**src/rtl/uart_tx_cfg_pkg.sv**
```systemverilog
// Shared definitions for the configurable UART transmitter and its baud generator.
package uart_tx_cfg_pkg;

  function automatic int unsigned CeilLog2(input int unsigned n);
    int unsigned r;
    r = 0;
    for (int unsigned p = 1; p < n; p = p * 2) r = r + 1;
    return r;
  endfunction

  typedef enum logic [1:0] {PAR_NONE, PAR_EVEN, PAR_ODD, PAR_RSVD} parity_mode_t;

  typedef enum logic [2:0] {IDLE, START, DATA, PARITY, STOP} tx_state_t;

endpackage

```
**src/rtl/uart_baud_gen.sv**
```systemverilog
// Bit-time counter: bit_tick marks the last clock of each serial bit; clear restarts the bit.
module uart_baud_gen
  import uart_tx_cfg_pkg::*;
#(
  parameter int unsigned CLKS_PER_BIT = 16
) (
  input  logic clk,
  input  logic rst,
  input  logic clear,
  output logic bit_tick
);

  // A one-clock bit still needs a 1-bit counter to declare.
  localparam int unsigned CW = (CeilLog2(CLKS_PER_BIT) == 0) ? 1 : CeilLog2(CLKS_PER_BIT);
  localparam logic [CW-1:0] LAST = CW'(CLKS_PER_BIT - 1);

  logic [CW-1:0] cnt;

  always_ff @(posedge clk or posedge rst) begin
    if (rst) begin
      cnt <= '0;
    end else if (clear || cnt == LAST) begin
      cnt <= '0;
    end else begin
      cnt <= cnt + CW'(1);
    end
  end

  assign bit_tick = (cnt == LAST);

endmodule

```
**src/rtl/uart_tx_cfg.sv**
```systemverilog
// UART transmitter: start bit, LSB-first data, optional parity, one or two stop bits,
// with run-time parity/stop selection latched on each accepted request.
module uart_tx_cfg
  import uart_tx_cfg_pkg::*;
#(
  parameter int unsigned WORD_LENGHT  = 8,
  parameter int unsigned CLKS_PER_BIT = 16
) (
  input  logic                   clk,
  input  logic                   rst,
  input  logic [WORD_LENGHT-1:0] Tx_in,
  input  logic                   send,
  input  logic [1:0]             parity_mode,
  input  logic                   two_stop,
  output logic                   Tx_out,
  output logic                   Tx_ready
);

  localparam int unsigned IW = CeilLog2(WORD_LENGHT);

  tx_state_t              state, state_nx;
  logic [WORD_LENGHT-1:0] shreg;
  logic [IW-1:0]          bit_idx;
  logic                   stop_cnt;
  logic                   par_en;
  logic                   par_bit;
  logic                   two_q;
  logic                   bit_tick;
  logic                   accept;
  logic                   last_data;
  logic                   last_stop;
  parity_mode_t           mode_in;

  assign mode_in = parity_mode_t'(parity_mode);

  uart_baud_gen #(
    .CLKS_PER_BIT(CLKS_PER_BIT)
  ) u_baud (
    .clk     (clk),
    .rst     (rst),
    .clear   (accept),
    .bit_tick(bit_tick)
  );

  assign last_data = bit_tick && (bit_idx == IW'(WORD_LENGHT - 1));
  // Ready during the final stop clock lets the next start bit follow with no gap.
  assign last_stop = (state == STOP) && bit_tick && (stop_cnt || !two_q);
  assign Tx_ready  = (state == IDLE) || last_stop;
  assign accept    = send && Tx_ready;

  always_ff @(posedge clk or posedge rst) begin
    if (rst) begin
      state <= IDLE;
    end else begin
      state <= state_nx;
    end
  end

  always_comb begin
    state_nx = state;
    Tx_out   = 1'b1;
    case (state)
      IDLE: begin
        if (send) state_nx = START;
      end
      START: begin
        Tx_out = 1'b0;
        if (bit_tick) state_nx = DATA;
      end
      DATA: begin
        Tx_out = shreg[0];
        if (last_data) state_nx = par_en ? PARITY : STOP;
      end
      PARITY: begin
        Tx_out = par_bit;
        if (bit_tick) state_nx = STOP;
      end
      STOP: begin
        if (last_stop) state_nx = accept ? START : IDLE;
      end
      default: state_nx = IDLE;
    endcase
  end

  always_ff @(posedge clk or posedge rst) begin
    if (rst) begin
      shreg    <= '0;
      bit_idx  <= '0;
      stop_cnt <= 1'b0;
      par_en   <= 1'b0;
      par_bit  <= 1'b0;
      two_q    <= 1'b0;
    end else if (accept) begin
      shreg    <= Tx_in;
      bit_idx  <= '0;
      stop_cnt <= 1'b0;
      par_en   <= (mode_in == PAR_EVEN) || (mode_in == PAR_ODD);
      par_bit  <= (mode_in == PAR_ODD) ? ~^Tx_in : ^Tx_in;
      two_q    <= two_stop;
    end else if (bit_tick) begin
      case (state)
        DATA: begin
          shreg   <= {1'b0, shreg[WORD_LENGHT-1:1]};
          bit_idx <= bit_idx + IW'(1);
        end
        STOP:    stop_cnt <= 1'b1;
        default: ;
      endcase
    end
  end

endmodule

```
**config.mk**
```make
export PLATFORM = sky130hd
export DESIGN_NAME = uart_tx_cfg
export DESIGN_NICKNAME = d
export VERILOG_FILES = /design/src/rtl/uart_tx_cfg_pkg.sv /design/src/rtl/uart_baud_gen.sv /design/src/rtl/uart_tx_cfg.sv
export SDC_FILE = /design/constraint.sdc
export NUM_CORES = 1
export LEC_CHECK = 0
export CAP_MARGIN = 40
export CORE_UTILIZATION = 45
export CTS_CLUSTER_DIAMETER = 80
export DETAILED_ROUTE_END_ITERATION = 12
export DONT_BUFFER_PORTS = 1
export PLACE_DENSITY_LB_ADDON = 0.15
export SYNTH_ARGS = -nofsm -noshare
export SYNTH_HDL_FRONTEND = slang
export SYNTH_SLANG_ARGS = --single-unit
```
**constraint.sdc**
```tcl
create_clock -name clk -period 3.5 [get_ports clk]
set_clock_uncertainty 0.2 [all_clocks]
set_input_delay 0.35 -clock clk [delete_from_list [all_inputs] [get_ports clk]]
set_output_delay 0.35 -clock clk [all_outputs]
set_load 0.03 [all_outputs]
```
# Yosys cells after proc, flatten, opt, wreduce, memory -nomap -nowiden
# Index checks and enable logic that the tools add are counted.
# op_classes
n_addsub	2
n_eq_ne	13
mux	20
reduce_logical	18
# ops
cell	count
$mux 3	9
$mux 8	3
$pmux 3 s5	1
$ne 2x2->1 const B	5
$reduce_xnor 8->1	1
$reduce_xor 8->1	1
$eq 3x2->1 const B	2
$eq 3x3->1 const B	2
$reduce_bool 2->1	3
$mux 1	5
$reduce_and 5->1	1
$add 4x1->4 const B	1
$eq 4x4->1 const B	1
$logic_and 1x1->1	4
$logic_or 1x1->1	4
$mux 4	1
$reduce_and 2->1	2
$add 3x1->3 const B	1
$eq 3x1->1 const B	1
$logic_not 3->1	1
$pmux 1 s3	1
$eq 2x1->1 const B	1
$eq 2x2->1 const B	1
$logic_not 1->1	1
# word_totals
reg_bits	22
in_bits	14
output_inout_bits	2
word_cells	61

# Logic depth before layout (Yosys ltp)
# logic_depth
depth_word	8
ltp_mapped	7
mapped_depth_nobuf	6

# By module
# A second synthesis with hierarchy kept.
# unflattened
cells_unflattened	106
area_unflattened_um2	1186.1
# by_module_without_submodules
module	instances	cells_per_inst	area_each_um2	seq_area_each_um2
uart_tx_cfg	1	92	1011.0	450.4
uart_baud_gen	1	14	175.2	100.1

# Least setup slack after synthesis
# No wires, ideal clock.
# synth_timing
kind	flip-flop to flip-flop
startpoint	reg u_baud.cnt[0]
endpoint	reg par_bit
setup_time_ps	125
arrival_ps	1554
required_ps	3175
slack_ps	1621
path_stages_with_launch	7
path_buffers	1
synth_period_minus_slack_ps	1879
cell_sequence	dfrtp_1 > ha_1 > nand3_4 > o21ai_4 > and2_4 > buf_12 > mux2_4
# synth_between
elab_chain_cells	5
# synth_rtl
element	line	text
from (decl)	uart_baud_gen.sv:17	logic [CW-1:0] cnt;
from (signal assigned)	uart_baud_gen.sv:25	cnt <= cnt + CW'(1);
$eq 4x4->1	uart_baud_gen.sv:29	assign bit_tick = (cnt == LAST);
$logic_and 1x1->1 (2 in a row)	uart_tx_cfg.sv:47	assign last_stop = (state == STOP) && bit_tick && (stop_cnt || !two_q);
$logic_or 1x1->1	uart_tx_cfg.sv:48	assign Tx_ready = (state == IDLE) || last_stop;
$logic_and 1x1->1	uart_tx_cfg.sv:49	assign accept = send && Tx_ready;
to (signal assigned)	uart_tx_cfg.sv:98	par_bit <= (mode_in == PAR_ODD) ? ~^Tx_in : ^Tx_in;
to (decl)	uart_tx_cfg.sv:26	logic par_bit;
# Every way passes these cells.
# A chain may end at the register's enable or synchronous reset.

# Worst setup path after layout
# layout_timing
startpoint	reg u_baud.cnt[0]
endpoint	out Tx_ready
# layout_between
elab_chain_cells	4
# layout_rtl
element	line	text
$eq 4x4->1	uart_baud_gen.sv:29	
$logic_and 1x1->1 (2 in a row)	uart_tx_cfg.sv:47	
$logic_or 1x1->1	uart_tx_cfg.sv:48	
to (decl)	uart_tx_cfg.sv:16	output logic Tx_ready
# Every way passes these cells.

==> flow_metrics.py <==
metrics = {
    "global_routing": {
        "grt_max_degree": 18,
        "grt_pass1_vias": 773,
        "antenna_found_initial": 0,
        "grtUsageTotal": 0.185,
        "grt_pass1_wl_um": 3780,
        "grt_remaining_overflow": 0,
    },
    "power": {
        "p_sw_w": 0.000305,
        "peakVddDrop_mv": 0.393,
        "p_clk_frac": 0.217,
        "p_comb_frac": 0.315,
        "total_power_w": 0.000921,
        "cellPowerDensity_nw_per_um2": 680,
        "switching_share": 0.332,
        "seq_power_share": 0.468,
        "leakagePower_nw": 0.590,
        "intPower_w": 0.000615,
    },
    "yosys": {
        "synth_area_per_cell_um2": 11.7,
        "synth.area.mux_share": 0.0465,
        "synthAdderAreaFrac": 0.0414,
        "syn_inst": 103,
        "synth_warnings": 0,
        "synth_area_um2": 1210,
        "ys_seq_area_frac": 0.455,
        "synth-simple-area-share": 0.170,
        "synth_top_family_by_area": "simple AND/OR/NAND/NOR gates",
        "synth_xor_area_frac": 0.0765,
        "ys_types": 40,
        "synth-compound-area-share": 0.151,
        "ys_ff_latch": 22,
        "synth_nets": 121,
    },
    "clock_network": {
        "clk_pin_slew_worst_paths_ns": 0.12,
        "clockBufferDepth": 2,
        "root_buffer": "clkbuf_4",
        "cts_tree": "done",
        "post-cts-setup-buffer-count": 0,
        "clock_sinks": 22,
        "clk_latency_ns": 0.32,
        "htree_levels": 1,
        "cts_made_buffers": 3,
    },
    "critical_path": {
        "slowest_stage": "dfrtp_1",
        "crit-reg2reg-launch": "u_baud.cnt[0]",
        "r2r_setup_slack_ns": 1.20,
        "path_delay_family": "simple AND/OR/NAND/NOR gates",
        "worstPathArrival_ns": 1.82,
        "start_kind": "flop",
        "crit_chain": "ha_1, nand3_4, o21ai_4, and2_1",
        "r2r_cells": 5,
        "path_max_fanout": 8,
        "cp_num_buf_inv": 0,
        "cp.required_ns": 2.95,
        "r2r-end": "shreg[1]",
        "cpPeakStageDelay_ns": 0.42,
        "crit_type": "reg -> out",
        "cp-end-kind": "primary output",
    },
    "route": {
        "dr_total_vias": 817,
        "drtIter0Drc": 15,
        "wire_per_inst_um": 15.5,
        "ant_nets": 0,
        "routed_wl_um": 2220,
        "via_per_inst": 5.71,
        "drc": 0,
        "firstDrtPassIters": 4,
    },
    "final_layout": {
        "drive_gt1_frac": 0.159,
        "final_cells": 143,
        "regArea_um2": 551,
        "antenna_cells": 0,
        "multi_input_area_um2": 587,
        "syn2layout_area_growth_pct": 11.9,
        "fillers": 237,
        "nets": 132,
    },
    "hold_path": {
        "min_from": "parity_mode[1]",
        "hold_path.class": "in -> reg",
        "worst_hold_path.endpoint": "par_en",
        "hold_depth": 2,
    },
    "timing": {
        "fin_tns_setup_ns": 0,
        "post-route-period-util": 0.677,
        "drv_slew": 0,
        "hold_ws_ns": 0.0156,
        "min_period_ns": 2.37,
        "fmax_mhz": 422,
        "setup_viol": 0,
        "fin_ws_ns": 1.13,
        "worst_pin_slew_ns": 0.794,
        "grt_setup_unrepaired": "false",
        "slew_headroom": 0.468,
        "hold_viol_final": 0,
    },
    "die": {
        "start_util": 0.484,
        "coreArea_um2": 2500,
        "die_h_um": 53.9,
        "die_w_um": 53.9,
        "dieArea_um2": 2900,
        "io_pins": 16,
        "rows": 18,
    },
    "place": {
        "portBuffers": 0,
        "dp_slack_ns": 1.21,
        "dp.cells": 129,
        "gp_congestion": 0.776,
        "dpl.hpwl_um": 1610,
    },
    "outcome": {
        "status": "finished clean",
    },
    "flow_run": {
        "cap_viol_max_count": 0,
    },
}
-- flip-flops by register name, summed over array words and instances (netlist names) --
name and flops:
shreg 8, state 3, par_en 1, u_baud.cnt 4, bit_idx 3, stop_cnt 1
par_bit 1, two_q 1
-- cells in the final DEF (no fill, tap or decap), types with 3 or more instances in the layout --
cell and instances:
nor2_1 6, and2_1 6, dfrtp_1 22, nand3_1 3
a21oi_1 4, a221o_1 6, inv_1 3, ha_1 4
clkbuf_4 3, xnor2_1 7, mux2i_1 3, dlygate4sd3_1 10
-- power by group through the flow --
stage / combinational, W / sequential (W) / clock [W]
CTS: 0.000293 / 0.000430 / 0.000205
detailed placement: 0.000283 / 0.000433 / 0
finish: 0.000290 / 0.000431 / 0.000200
global placement: 0.000275 / 0.000433 / 0
global route: 0.000321 / 0.000444 / 0.000215
floorplan: 0.000286 / 0.000401 / 0
-- metrics by stage --
stage | area [um^2] | utilization
2_1_floorplan | 1210 | -
3_3_place_gp | 1190 | 0.474
3_5_place_dp | 1200 | 0.480
4_1_cts | 1350 | 0.542
5_1_grt | 1350 | 0.542
6_report | 1350 | 0.542
-- routing by layer --
| metal | up-vias | track usage | wire length (um) |
|---|---|---|---|
| met2 | 16 | 0.261 | 1050 |
| met1 | 405 | 0.274 | 1040 |
| li1 | 391 | - | - |
| met3 | 5 | 0.0311 | 88 |
| met5 | - | 0 | 0 |
| met4 | 0 | 0.0789 | 38 |
-- logic make-up (layout without fill, tap and decap cells) --
| logic type | after synthesis | count (layout) |
|---|---|---|
| multiplexers | 5 | 5 |
| XOR/XNOR | 9 | 9 |
| AO/OA/AOI/OAI | 22 | 22 |
| flip-flops | 22 | 22 |
| buffers and inverters | 8 | 18 |
| adder cells (fa/ha/maj) | 4 | 4 |
| AND/OR/NAND/NOR | 33 | 33 |
-- worst max path at each step --
| stage | start | end | cells past startpoint |
|---|---|---|---|
| floorplan | u_baud.cnt[0] | par_bit | 6 |
| global placement | u_baud.cnt[0] | shreg[0] | 5 |
| detailed placement | u_baud.cnt[0] | shreg[3] | 5 |
| CTS | u_baud.cnt[0] | Tx_ready | 4 |
| global route | u_baud.cnt[0] | Tx_ready | 4 |
| finish | u_baud.cnt[0] | Tx_ready | 4 |
-- timing repair --
action | in CTS | in global routing
endpoints found under the hold margin | 19 | 0
hold buffers | 10 | 0
gates resized for setup | 0 | 0
-- final cells by class --
class / count / area share
clock inverters: 1 / 0.0222
clock buffers: 3 / 0.0166
well taps: 30 / 0.0277
flip-flops and latches: 22 / 0.407
inverters: 3 / 0.00832
multi-input cells: 73 / 0.433
repair buffers: 11 / 0.0850
-- Yosys cell counts --
cell type | n | area (um^2)
o32ai_1 | 1 | 8.76
ha_1 | 4 | 50.1
nor3_1 | 2 | 10.0
buf_12 | 1 | 20.0
o21ai_0 | 2 | 10.0
and2_1 | 6 | 37.5
dfrtp_1 | 22 | 551
nor3_2 | 1 | 10.0
o21ai_4 | 1 | 16.3
nand3_4 | 1 | 17.5
mux2i_1 | 3 | 30.0
nand3_1 | 3 | 15.0
inv_1 | 3 | 11.3
a311oi_1 | 1 | 8.76
o31ai_2 | 1 | 12.5
and2_4 | 2 | 17.5
nand2_1 | 2 | 7.51
buf_6 | 1 | 11.3
a221o_1 | 6 | 60.1
mux2_2 | 1 | 11.3
nor2_2 | 1 | 6.26
o21ai_2 | 1 | 8.76
nor3b_1 | 2 | 15.0
nor2_1 | 6 | 22.5
nor4_1 | 1 | 6.26
and3_1 | 2 | 12.5
xnor3_1 | 1 | 22.5
a21oi_2 | 2 | 17.5
xnor2_1 | 7 | 61.3
xor2_1 | 1 | 8.76
a21o_1 | 1 | 7.51
buf_8 | 1 | 15.0
nor2b_1 | 1 | 6.26
and3b_1 | 1 | 8.76
or2_2 | 1 | 6.26
a31oi_1 | 2 | 12.5
mux2_4 | 1 | 15.0
nand2b_1 | 1 | 6.26
a21oi_1 | 4 | 20.0
buf_4 | 2 | 15.0
(Power assumes the default switching activity.)
